===== config.mk =====
export PLATFORM = sky130hd
export DESIGN_NAME = hilo_mult_unit
export DESIGN_NICKNAME = d
export VERILOG_FILES = /design/src/rtl/hilo_mult_unit.sv
export SDC_FILE = /design/constraint.sdc
export NUM_CORES = 1
export LEC_CHECK = 0
export ABC_CLOCK_PERIOD_IN_PS = 8760
export CORE_MARGIN = 2
export CORE_UTILIZATION = 55
export CTS_CLUSTER_DIAMETER = 100
export DETAILED_ROUTE_END_ITERATION = 6
export GPL_TIMING_DRIVEN = 0
export PLACE_DENSITY = 0.76
export SYNTH_ARGS = -nofsm -noshare
export SYNTH_HDL_FRONTEND = slang
export SYNTH_SLANG_ARGS = --single-unit

===== constraint.sdc =====
create_clock -name Clk -period 8.76 [get_ports Clk]
set_clock_uncertainty 0.2 [all_clocks]
set_input_delay 1.314 -clock Clk [delete_from_list [all_inputs] [get_ports Clk]]
set_output_delay 1.314 -clock Clk [all_outputs]
set_load 0.01 [all_outputs]

===== src/rtl/hilo_mult_unit.sv =====
// Iterative radix-2 shift-add multiply unit that owns the HI/LO registers.
// Handles MULT/MULTU/MADD/MSUB/MUL over DATA_WIDTH cycles, and MTHI/MTLO in a single cycle.
module hilo_mult_unit #(
  parameter int DATA_WIDTH = 32
) (
  input  logic                  Clk,
  input  logic                  Reset,
  input  logic                  Start,
  input  logic [3:0]            ALUOp,
  input  logic [2:0]            MulOp,
  input  logic [DATA_WIDTH-1:0] A,
  input  logic [DATA_WIDTH-1:0] B,
  output logic                  Busy,
  output logic                  Done,
  output logic [DATA_WIDTH-1:0] Result,
  output logic [DATA_WIDTH-1:0] HiOut,
  output logic [DATA_WIDTH-1:0] LoOut
);

  localparam int DW = DATA_WIDTH;
  localparam int CW = $clog2(DW) + 1;

  localparam logic [1:0] ST_IDLE   = 2'b00;
  localparam logic [1:0] ST_MULT   = 2'b01;
  localparam logic [1:0] ST_FINISH = 2'b10;

  localparam logic [2:0] OP_MULT  = 3'b000;
  localparam logic [2:0] OP_MULTU = 3'b001;
  localparam logic [2:0] OP_MADD  = 3'b010;
  localparam logic [2:0] OP_MSUB  = 3'b011;
  localparam logic [2:0] OP_MUL   = 3'b100;
  localparam logic [2:0] OP_MTHI  = 3'b101;
  localparam logic [2:0] OP_MTLO  = 3'b110;

  logic [1:0]      state_reg;
  logic [DW-1:0]   mcand_reg;
  logic [DW-1:0]   mplier_reg;
  logic [2*DW-1:0] prod_reg;
  logic [CW-1:0]   cnt_reg;
  logic            neg_reg;
  logic [2:0]      op_reg;
  logic [DW-1:0]   hi_reg;
  logic [DW-1:0]   lo_reg;
  logic [DW-1:0]   result_reg;
  logic            done_reg;

  logic            mult_accept;
  logic            is_signed;
  logic [DW-1:0]   a_mag;
  logic [DW-1:0]   b_mag;
  logic [DW:0]     step_sum;
  logic [2*DW-1:0] prod_signed;
  logic [2*DW-1:0] hilo_cur;
  logic [2*DW-1:0] hilo_next;

  assign mult_accept = Start && (ALUOp == 4'b1111) && (MulOp <= OP_MUL);
  assign is_signed   = (MulOp != OP_MULTU);
  // The core only multiplies magnitudes; the sign is reapplied at commit.
  assign a_mag = (is_signed && A[DW-1]) ? (~A + 1'b1) : A;
  assign b_mag = (is_signed && B[DW-1]) ? (~B + 1'b1) : B;

  // Add into the upper half with a carry bit, so the shift keeps all 2*DW bits.
  assign step_sum = {1'b0, prod_reg[2*DW-1:DW]} + (mplier_reg[0] ? {1'b0, mcand_reg} : '0);

  assign prod_signed = neg_reg ? (~prod_reg + 1'b1) : prod_reg;
  assign hilo_cur    = {hi_reg, lo_reg};

  always_comb begin
    hilo_next = prod_signed;
    case (op_reg)
      OP_MADD: hilo_next = hilo_cur + prod_signed;
      OP_MSUB: hilo_next = hilo_cur - prod_signed;
      default: hilo_next = prod_signed;
    endcase
  end

  always_ff @(posedge Clk or negedge Reset) begin
    if (!Reset) begin
      state_reg  <= ST_IDLE;
      mcand_reg  <= '0;
      mplier_reg <= '0;
      prod_reg   <= '0;
      cnt_reg    <= '0;
      neg_reg    <= 1'b0;
      op_reg     <= OP_MULT;
      hi_reg     <= '0;
      lo_reg     <= '0;
      result_reg <= '0;
      done_reg   <= 1'b0;
    end else begin
      done_reg <= 1'b0;
      case (state_reg)
        ST_IDLE: begin
          if (mult_accept) begin
            mcand_reg  <= a_mag;
            mplier_reg <= b_mag;
            neg_reg    <= is_signed && (A[DW-1] ^ B[DW-1]);
            op_reg     <= MulOp;
            prod_reg   <= '0;
            cnt_reg    <= '0;
            state_reg  <= ST_MULT;
          end else if (Start && (MulOp == OP_MTHI)) begin
            hi_reg     <= A;
            result_reg <= lo_reg;
            done_reg   <= 1'b1;
          end else if (Start && (MulOp == OP_MTLO)) begin
            lo_reg     <= A;
            result_reg <= A;
            done_reg   <= 1'b1;
          end
        end
        ST_MULT: begin
          prod_reg   <= {step_sum, prod_reg[DW-1:1]};
          mplier_reg <= mplier_reg >> 1;
          cnt_reg    <= cnt_reg + 1'b1;
          if (cnt_reg == CW'(DW - 1)) begin
            state_reg <= ST_FINISH;
          end
        end
        ST_FINISH: begin
          if (op_reg == OP_MUL) begin
            result_reg <= prod_signed[DW-1:0];
          end else begin
            hi_reg     <= hilo_next[2*DW-1:DW];
            lo_reg     <= hilo_next[DW-1:0];
            result_reg <= hilo_next[DW-1:0];
          end
          done_reg  <= 1'b1;
          state_reg <= ST_IDLE;
        end
        default: state_reg <= ST_IDLE;
      endcase
    end
  end

  assign Busy   = (state_reg != ST_IDLE);
  assign Done   = done_reg;
  assign Result = result_reg;
  assign HiOut  = hi_reg;
  assign LoOut  = lo_reg;

endmodule

# After elaboration in Yosys (flattened, before gate mapping)
# Cells that the tools add are included.
# W data, S select, Z words.
op_classes:
  magnitude_cmp: 1
  addsub: 7
  mux: 31
  reduce_logical: 17
  eq_ne: 18
  n_bitwise: 4
op_table:
  columns: ["operator", "n"]
  rows:
  - ["$mux W32", 14]
  - ["$pmux W32 S2", 4]
  - ["$pmux W64 S2", 2]
  - ["$mux W64", 2]
  - ["$add A32 B1 Y32 const B", 2]
  - ["$add A64 B1 Y64 const B", 1]
  - ["$add A64 B64 Y64", 1]
  - ["$not A32 Y32", 2]
  - ["$not A64 Y64", 1]
  - ["$sub A64 B64 Y64", 1]
  - ["$add A32 B32 Y33", 1]
  - ["$ne A2 B2 Y1 const B", 7]
  - ["$pmux W6 S2", 1]
  - ["$eq A3 B3 Y1 const B", 3]
  - ["$logic_and A1 B1 Y1", 7]
  - ["$add A6 B1 Y6 const B", 1]
  - ["$eq A3 B2 Y1 const B", 2]
  - ["$eq A6 B5 Y1 const B", 1]
  - ["$mux W6", 1]
  - ["$reduce_and A2 Y1", 3]
  - ["$reduce_bool A2 Y1", 3]
  - ["$reduce_and A5 Y1", 1]
  - ["$eq A4 B4 Y1 const B", 1]
  - ["$mux W2", 2]
  - ["other kinds (12)", 14]
word_totals:
  input_bits: 74
  out_inout_bits: 98
  ff_bits: 237
  word_cells: 89

# Logic depth before layout (Yosys ltp)
# Gate-level depths: netlist of run 1.
logic_depth:
  word_depth: 7
  ltp_mapped: 29
  mapped_depth_nobuf: 27

# Worst setup path after synthesis of run 1
# No wires, ideal clock.
synth_path:
  path_type: "reg2reg"
  start: "register prod_reg[0]"
  end: "register hi_reg[24] (netlist: HiOut[24])"
  period_less_slack_ps: 6881
  t_arrival_ps: 6609
  setup_slack_ps: 1879
  n_path_buf: 2
  path_stages_with_launch: 29
  t_required_ps: 8488
  setup_time_ps: 72
  cell_sequence: "dfrtp_1 clkbuf_1 inv_1 ha_1 or4b_4 o41ai_2 xor2_2 o21ai_2 or4_1 or4b_4 nor3b_4 nor3b_4 a31o_2 xnor2_1 ha_1 clkbuf_1 and2_1 nand3_1 o221ai_1 a31oi_1 o21ai_0 nor3_1 a21oi_1 and3_1 a311oi_1 a21o_1 o21ai_0 mux2_2 nor2_1"
synth_via:
  elab_chain_cells: 7
  word_cells_on_any_way: 8
  cone_classes: "add/sub: 3; mux: 4; bitwise: 1"
synth_rtl:
  columns: ["item", "line", "source"]
  rows:
  - ["start, declared", "38", "logic [2*DW-1:0] prod_reg;"]
  - ["start signal, assigned", "113", "prod_reg <= {step_sum, prod_reg[DW-1:1]};"]
  - ["$not A64 Y64", "65", "assign prod_signed = neg_reg ? (~prod_reg + 1'b1) : prod_reg;"]
  - ["$add A64 B1 Y64", "65", null]
  - ["$mux W64 *", "65", null]
  - ["$sub A64 B64 Y64 / $add A64 B64 Y64 (equally long branches)", "72, 71", null]
  - ["$pmux W64 S2 *", "70", "case (op_reg)"]
  - ["$mux W32 *", "121", "if (op_reg == OP_MUL) begin"]
  - ["$pmux W32 S2 *", "92", "case (state_reg)"]
  - ["end signal, assigned", "124", "hi_reg <= hilo_next[2*DW-1:DW];"]
  - ["end, declared", "42", "logic [DW-1:0] hi_reg;"]
# Every way passes the cells marked *; elsewhere a longest branch is shown, timed or not. The select of a mux whose other input is x is not followed.
# A chain may end at the register's enable or synchronous reset.

# Final worst setup path of run 1
layout_path:
  start: "register prod_reg[0]"
  end: "register hi_reg[28] (netlist: HiOut[28])"
# The elaborated chain is that of the path after synthesis.

==> metrics.md, run 1 <==
| Metric | Value |
|---|---|
| PwrDens | `~270 nW/um2` |
| TritonCTS clock tree | `built` |
| Total CTS buffers | `29` |
| Req. time, crit path | `9.02 ns` |
| Final RePlAce weighted congestion | `approximately 1.0` |
| Worst Path Max Fanout | `9` |
| Dpl cells | `~3,400` |
| Sequential Area | `slightly below 6000 um2` |
| Fin Setup TNS | `0 ns` |
| DIE AREA | `between 30,000 and 40,000 um2` |
| Fmax | `120 MHz` |
| TritonRoute pass-1 iters | `7` |
| Final hold vios | `0` |
| CP max stage delay | `approximately 0.70 ns` |
| Compound-gate portion of the synthesized area | `0.264` |
| # Post-CTS Setup Buffers | `0` |
| Synth Instances | `2,673` |
| Core area | `between 30,000 and 40,000 um2` |
| Syn Nets | `~2,800` |
| Antenna violations before repair | `1` |
| Top Ports | `about 170` |
| Clk buf depth | `3` |
| Final ANT Viol Nets | `0` |
| Mapped Area | `just over 20,000 um2` |
| Die width | `slightly below 200 um` |
| Vias/cell | `about 6.6` |
| Register area share after synthesis | `0.286` |
| Clk root buf | `clkbuf_16` |
| Failing checks | `DRC` |
| Post-synth top cells | `nand2_1, o21ai_0, dfrtp_1` |
| Outcome | `finished with violations` |
| Die outline height | `198 um` |
| Unrepaired setup endpoints after global routing | `false` |
| PortBufs | `approximately 170` |
| Critical path type | `register to register` |
| Row count | `approximately 70` |
| Yosys warns | `0` |
| Finish-stage setup viols | `0` |
| Share of post-route cells with drive strength above 1 | `0.0452` |
| Starting density of the core | `0.554` |
| Lkg Pwr | `around 10 nW` |
| Average routed wire per standard cell | `24.9 um` |
| CTS sink count | `237` |
| Largest net degree at the start of global routing | `97` |
| Minimum clock period | `about 8.3 ns` |
| Fin crit share | `0.953` |
| Crit path max-delay cell type | `or4b_2` |
| Vias in the first global route | `about 21,000` |
| Crit-path most repeated cell | `a21oi_1` |
| Hold WC Path Type | `register to register` |
| Internal power | `about 0.0035 W` |
| WL met1 | `roughly 33,000 um` |
| Syn Area/Cell | `7.75 um2` |
| Simple-gate portion of the synthesized area | `0.228` |
| Main combinational cell family by area after synthesis | `compound AO/OA/AOI/OAI gates` |
| Net switching power | `slightly above 0.003 W` |
| Worst vdd ir | `between 150 and 200 uV` |
| Top FF cell, synth | `dfrtp_1` |
| Fillers | `between 3,000 and 4,000` |
| Total Wirelength | `between 80,000 and 90,000 um` |
| CTS H-tree depth | `1` |
| CP Launch Type | `register` |
| Total global routing overflow | `0` |
| Largest register FFs | `between 60 and 70` |
| Top-count cell post-synth | `nand2_1` |
| Slew Viols, Final | `0` |
| Xor and xnor area share after synthesis | `0.110` |
| Dpl cell area | `between 20,000 and 25,000 um2` |
| Gr usage total | `0.431` |
| Latest clock arrival within the worst-skew pair | `0.58 ns` |
| Combinational power share | `0.570` |
| First-pass GRT wire length | `roughly 130,000 um` |
| Post-synthesis mux area share | `0.00550` |
| Metal3 WL | `10,500 um` |
| Met2 Wirelength | `approximately 36,000 um` |
| Top Metal Used | `met5` |
| Area Growth Syn to Fin | `16.7%` |
| Layout net count | `3,049` |
| Async SR Flop Fraction | `1.00` |
| Slew @ Worst Pin | `between 1 and 1.5 ns` |
| Sequential power share | `0.232` |
| Final Non-Filler Cells | `roughly 3,400` |
| Core Util, Final | `0.646` |
| DR iter-0 viols | `around 2,700` |
| Detailed Place HPWL | `66,900 um` |
| Hold slack | `roughly 0.28 ns` |
| Rel. slew slack | `0.273` |
| Multi-input logic area | `between 10,000 and 15,000 um2` |
| DRC viols | `3` |
| Total of max-cap violations | `0` |
| Critical path arrival | `8.61 ns` |
| Synth area leaders | `dfrtp_1, o21ai_0, nand2_1, ha_1, xor2_1` |
| Critical path capture point type | `register` |
| Post-Synth Adder-Cell Area | `0.0624` |
| Post-synth EDFFs | `0` |
| Synth Register Bits | `around 240` |
| Sw Ratio | `0.470` |
| Yosys top cell area share | `0.286` |
| Post-route cell area | `around 24,000 um2` |
| Largest area contributor in the netlist | `dfrtp_1` |
| Clock power frac | `0.198` |
| Clock Pin Slew Worst Setup and Hold Paths | `0.06 ns` |
| Via count | `~23,000` |
| Yosys cell types | `just under 90` |
## cells in the final DEF (no fill, tap or decap), types with 32 or more instances in the layout
master and instances:
a211oi_1 37, a21o_1 79, a21oi_1 164, a22oi_1 32
a31oi_1 34, and2_1 42, clkbuf_1 158, clkdlybuf4s50_1 167
dfrtp_1 237, ha_1 100, inv_1 55, nand2_1 367
nand2b_1 32, nand3_1 85, nand4_1 48, nor2_1 182
nor3_1 51, o21ai_0 306, o31ai_1 45, xnor2_1 124
xor2_1 134
## layout make-up
cell class,instances,area share
diodes,2,0.000207
plain buffers,179,0.0292
clock buffers,43,0.0372
clock inverters,11,0.00533
inverters,55,0.00855
multi-input cells,2201,0.576
flip-flops and latches,237,0.245
well taps,511,0.0265
repair buffers,170,0.0721
## path summary, 6_finish.rpt
check	cells past startpoint	startpoint	slack [ns]	to
worst min-delay path	2	mcand_reg[5]	0.28	mcand_reg[5]
max in group asynchronous	3	Reset	6.62	HiOut[19]
worst min register to register	2	mcand_reg[5]	0.28	mcand_reg[5]
worst max register to register	27	prod_reg[0]	0.41	HiOut[28]
worst max-delay path	27	prod_reg[0]	0.41	HiOut[28]
min in group asynchronous	1	Reset	0.45	mplier_reg[7]
## cells by family after synthesis
| family | after synthesis |
|---|---|
| adder cells (fa/ha/maj) | 102 |
| AO/OA/AOI/OAI | 865 |
| buffers and inverters | 235 |
| multiplexers | 11 |
| XOR/XNOR | 260 |
| AND/OR/NAND/NOR | 963 |
| flip-flops | 237 |
## power groups by stage
stage / Sequential, W / Combinational [W] / Clock [W]
floorplan: 0.00149 / 0.00246 / 0
detailed placement: 0.00152 / 0.00356 / 0
global route: 0.00153 / 0.00403 / 0.00134
global placement: 0.00151 / 0.00352 / 0
finish: 0.00152 / 0.00372 / 0.00130
CTS: 0.00150 / 0.00359 / 0.00130
## worst max-delay path, delay by kind of cell (launching register included)
family / cells / cell delay [ns]
simple gates: 11 / 3.52
xor+xnor: 2 / 0.59
buf+inv: 3 / 0.78
compound gates: 9 / 2.15
flops: 1 / 0.39
fa+ha+maj: 2 / 0.61
## stage by stage
stage / total power (W) / worst slack (ns)
after floorplan: 0.00395 / 1.88
after global placement: 0.00503 / -4.01
after detailed placement: 0.00508 / -0.509
after CTS: 0.00639 / 0.121
after global routing: 0.00691 / 0.0634
final: 0.00653 / 0.413
## metal layers
metal  up-vias  global-route usage
li1      10091                   -
met1     10794               0.569
met2      1497               0.655
met3       279               0.108
met4         2               0.221
met5         -                   0
## repair_timing
item | 4_1_cts | 5_1_grt
endpoints found under the setup margin | 8 | 16
hold endpoints to repair | 0 | 0
hold buffers | 0 | 0
pin swaps | 0 | 1
resized for setup | 3 | 8
Power figures use the tool's default switching activity.
==> run 2: changes to the inputs <==
--- a/config.mk
+++ b/config.mk
@@ -5,7 +5,7 @@
 export SDC_FILE = /design/constraint.sdc
 export NUM_CORES = 1
 export LEC_CHECK = 0
-export ABC_CLOCK_PERIOD_IN_PS = 8760
+export CAP_MARGIN = 10
 export CORE_MARGIN = 2
 export CORE_UTILIZATION = 55
 export CTS_CLUSTER_DIAMETER = 100
==> constraint.sdc (replaced) <==
create_clock -name Clk -period 10.55 [get_ports Clk]
set_clock_uncertainty 0.2 [all_clocks]
set_input_delay 1.5825 -clock Clk [delete_from_list [all_inputs] [get_ports Clk]]
set_output_delay 1.5825 -clock Clk [all_outputs]
set_load 0.01 [all_outputs]
==> metrics.md, run 2 (same netlist as run 1, synthesis figures left out) <==
| Metric | Value |
|---|---|
| Outcome | `finished, final reports clean` |
| Clock Pin Slew Worst Setup and Hold Paths | `0.07 ns (about the same)` |
| Clk root buf | `clkbuf_16` |
| Top Ports | `172 (unchanged)` |
| Core area | `37,400 um2 (unchanged)` |
| Lkg Pwr | `10.1 nW (-0.24%)` |
| Vias in the first global route | `21,033 (-0.0095%)` |
| Starting density of the core | `0.554 (unchanged)` |
| Unrepaired setup endpoints after global routing | `false` |
| R2r worst-path depth | `26 (-3.7%)` |
| Via count | `22,626 (-0.16%)` |
| Hold Path Depth | `2 (unchanged)` |
| Area Growth Syn to Fin | `16.5%` |
| DR iter-0 viols | `2,634 (-2.2%)` |
| # hold bufs at CTS | `0 (unchanged)` |
| Final RePlAce weighted congestion | `1.03 (unchanged)` |
| Total Wirelength | `85,200 um (+0.25%)` |
| Vias/cell | `6.64 (-0.19%)` |
| DP Worst Slack | `1.28 ns (+1.79 ns)` |
| Fin worst setup slack | `0.909 ns (+0.496 ns)` |
| Total global routing overflow | `0 (unchanged)` |
| Rel. slew slack | `0.274 (+0.00122)` |
| Fmax | `104 MHz (-13%)` |
| Total CTS buffers | `29 (unchanged)` |
| Clk buf depth | `3 (unchanged)` |
| Antenna violations before repair | `1 (unchanged)` |
| Hold Startpoint | `mcand_reg[5]` |
| Hold slack | `0.280 ns (+0.00458 ns)` |
| Fillers | `3,298 (+0.18%)` |
| Slew @ Worst Pin | `1.08 ns (-0.00182 ns)` |
| Total of max-cap violations | `0 (unchanged)` |
| Critical path capture point type | `register` |
| Average routed wire per standard cell | `25.0 um (+0.22%)` |
| Critical path type | `register to register` |
| Final hold vios | `0 (unchanged)` |
| # resized after CTS | `0 (-3)` |
| Finish-stage setup viols | `0 (unchanged)` |
| Worst Path Max Fanout | `10 (+1)` |
| First-pass GRT wire length | `127,000 um (unchanged)` |
| TritonRoute pass-1 iters | `5 (-2)` |
| Slew Viols, Final | `0 (unchanged)` |
| Dpl cells | `3,354 (unchanged)` |
| Critical path arrival | `9.93 ns (+1.32 ns)` |
| DIE AREA | `39,200 um2 (unchanged)` |
| CP Launch Type | `register` |
| Share of post-route cells with drive strength above 1 | `0.0425 (-0.00278)` |
| Fin crit share | `0.914 (-0.0390)` |
| Minimum clock period | `9.64 ns (+1.29 ns)` |
| Commonest non-fill, non-tap cell in the layout | `nand2_1` |
| PortBufs | `168 (unchanged)` |
| Hold WC Path Type | `register to register` |
| CTS sink count | `237 (unchanged)` |
| Commonest cells after routing, fill and taps aside | `nand2_1, o21ai_0, dfrtp_1, nor2_1, clkdlybuf4s50_1` |
| Row count | `71 (unchanged)` |
| Detailed Place HPWL | `66,900 um (unchanged)` |
| Die outline height | `198 um (unchanged)` |
| Die width | `198 um (unchanged)` |
| # Post-CTS Setup Buffers | `0 (unchanged)` |
| Final Non-Filler Cells | `3,410 (+0.029%)` |
| CTS H-tree depth | `1 (unchanged)` |
| PwrDens | `225 nW/um2 (-17%)` |
| Setup slack, reg-to-reg | `0.91 ns (+0.50 ns)` |
| Worst vdd ir | `134 uV (-17%)` |
| Req. time, crit path | `10.84 ns (+1.82 ns)` |
| Largest net degree at the start of global routing | `97 (unchanged)` |
| Latest clock arrival within the worst-skew pair | `0.59 ns (about the same)` |
| Final ANT Viol Nets | `0 (unchanged)` |
| DRC viols | `0 (-3)` |
| Largest register FFs | `64 (unchanged)` |
| Crit Reg-Reg Startpoint | `neg_reg` |
| Layout net count | `3,050 (+0.033%)` |
| Tot Pwr | `0.00542 W (-17%)` |
| Gr usage total | `0.431 (unchanged)` |
| TritonCTS clock tree | `built` |
| End of the worst register-to-register path | `HiOut[11]` |
| Hold Crit Endpoint | `mcand_reg[5]` |
run 2: changes by cell type in the layout (fill, tap and decap cells not counted), moves of 2 or more:
cell      before  now
o31ai_1       45   47
o31ai_2        4    2
clkbuf_1     158  162
clkbuf_2       4    0
run 2: stage by stage:
| stage | TNS (ns) | utilization | cell area [um2] |
|---|---|---|---|
| after global placement | -579.96 | 0.616 | 23000 |
| final | 0 | 0.645 | 24100 |
| after floorplan | 0 | - | 20700 |
| after CTS | 0 | 0.645 | 24100 |
| after global routing | 0 | 0.645 | 24100 |
| after detailed placement | 0 | 0.617 | 23100 |
run 2: worst max path at each step:
| stage | end | from |
|---|---|---|
| global route | HiOut[11] | neg_reg |
| global placement | HiOut[15] | Reset |
| floorplan | HiOut[24] | prod_reg[0] |
| finish | HiOut[11] | neg_reg |
| CTS | HiOut[11] | neg_reg |
| detailed placement | HiOut[11] | neg_reg |
run 2: layout make-up:
type / count / area [um2] / area share
clock buffer: 43 / 898 / 0.0372
sequential: 237 / 5930 / 0.246
tap: 511 / 639 / 0.0265
timing repair buffer: 170 / 1740 / 0.0722
buffer: 180 / 703 / 0.0292
clock inverter: 11 / 129 / 0.00534
inverter: 55 / 206 / 0.00856
multi-input combinational: 2201 / 13900 / 0.575
antenna: 2 / 5.00 / 0.000208
run 2: power breakdown:
part / switching, W / internal [W] / leakage (nW) / total, W
logic: 0.00194 / 0.00115 / 6.63 / 0.00309
registers: 0.000173 / 0.00108 / 3.01 / 0.00126
clock network: 0.000438 / 0.000638 / 0.492 / 0.00108
total: 0.00255 / 0.00287 / 10.1 / 0.00542
run 2: worst max-delay path: stages (launching register included):
cell      delay (ns)
dfrtp_1         0.41
buf_2           0.27
clkbuf_1        0.44
clkbuf_1        0.52
clkbuf_1        0.46
buf_1           0.52
clkbuf_1        0.44
clkbuf_1        0.57
clkbuf_1        0.61
nand2_1         0.14
xor2_1          0.44
a21oi_1         0.15
xor2_1          0.22
ha_1            0.42
nand2_1         0.10
nor4_1          0.38
o31ai_1         0.18
o211ai_1        0.35
a221oi_1        0.25
o31ai_1         0.59
a21oi_1         0.25
o41a_1          0.44
o21ai_0         0.38
a221oi_1        0.17
xnor2_1         0.22
nand2_1         0.09
a221oi_1        0.30
run 2: routing by layer:
layer,vias up,global-route usage,share of wire
met2,1476,0.655,0.43
met3,270,0.108,0.12
li1,10089,-,-
met5,-,0,0.00015
met4,2,0.221,0.059
met1,10789,0.569,0.39
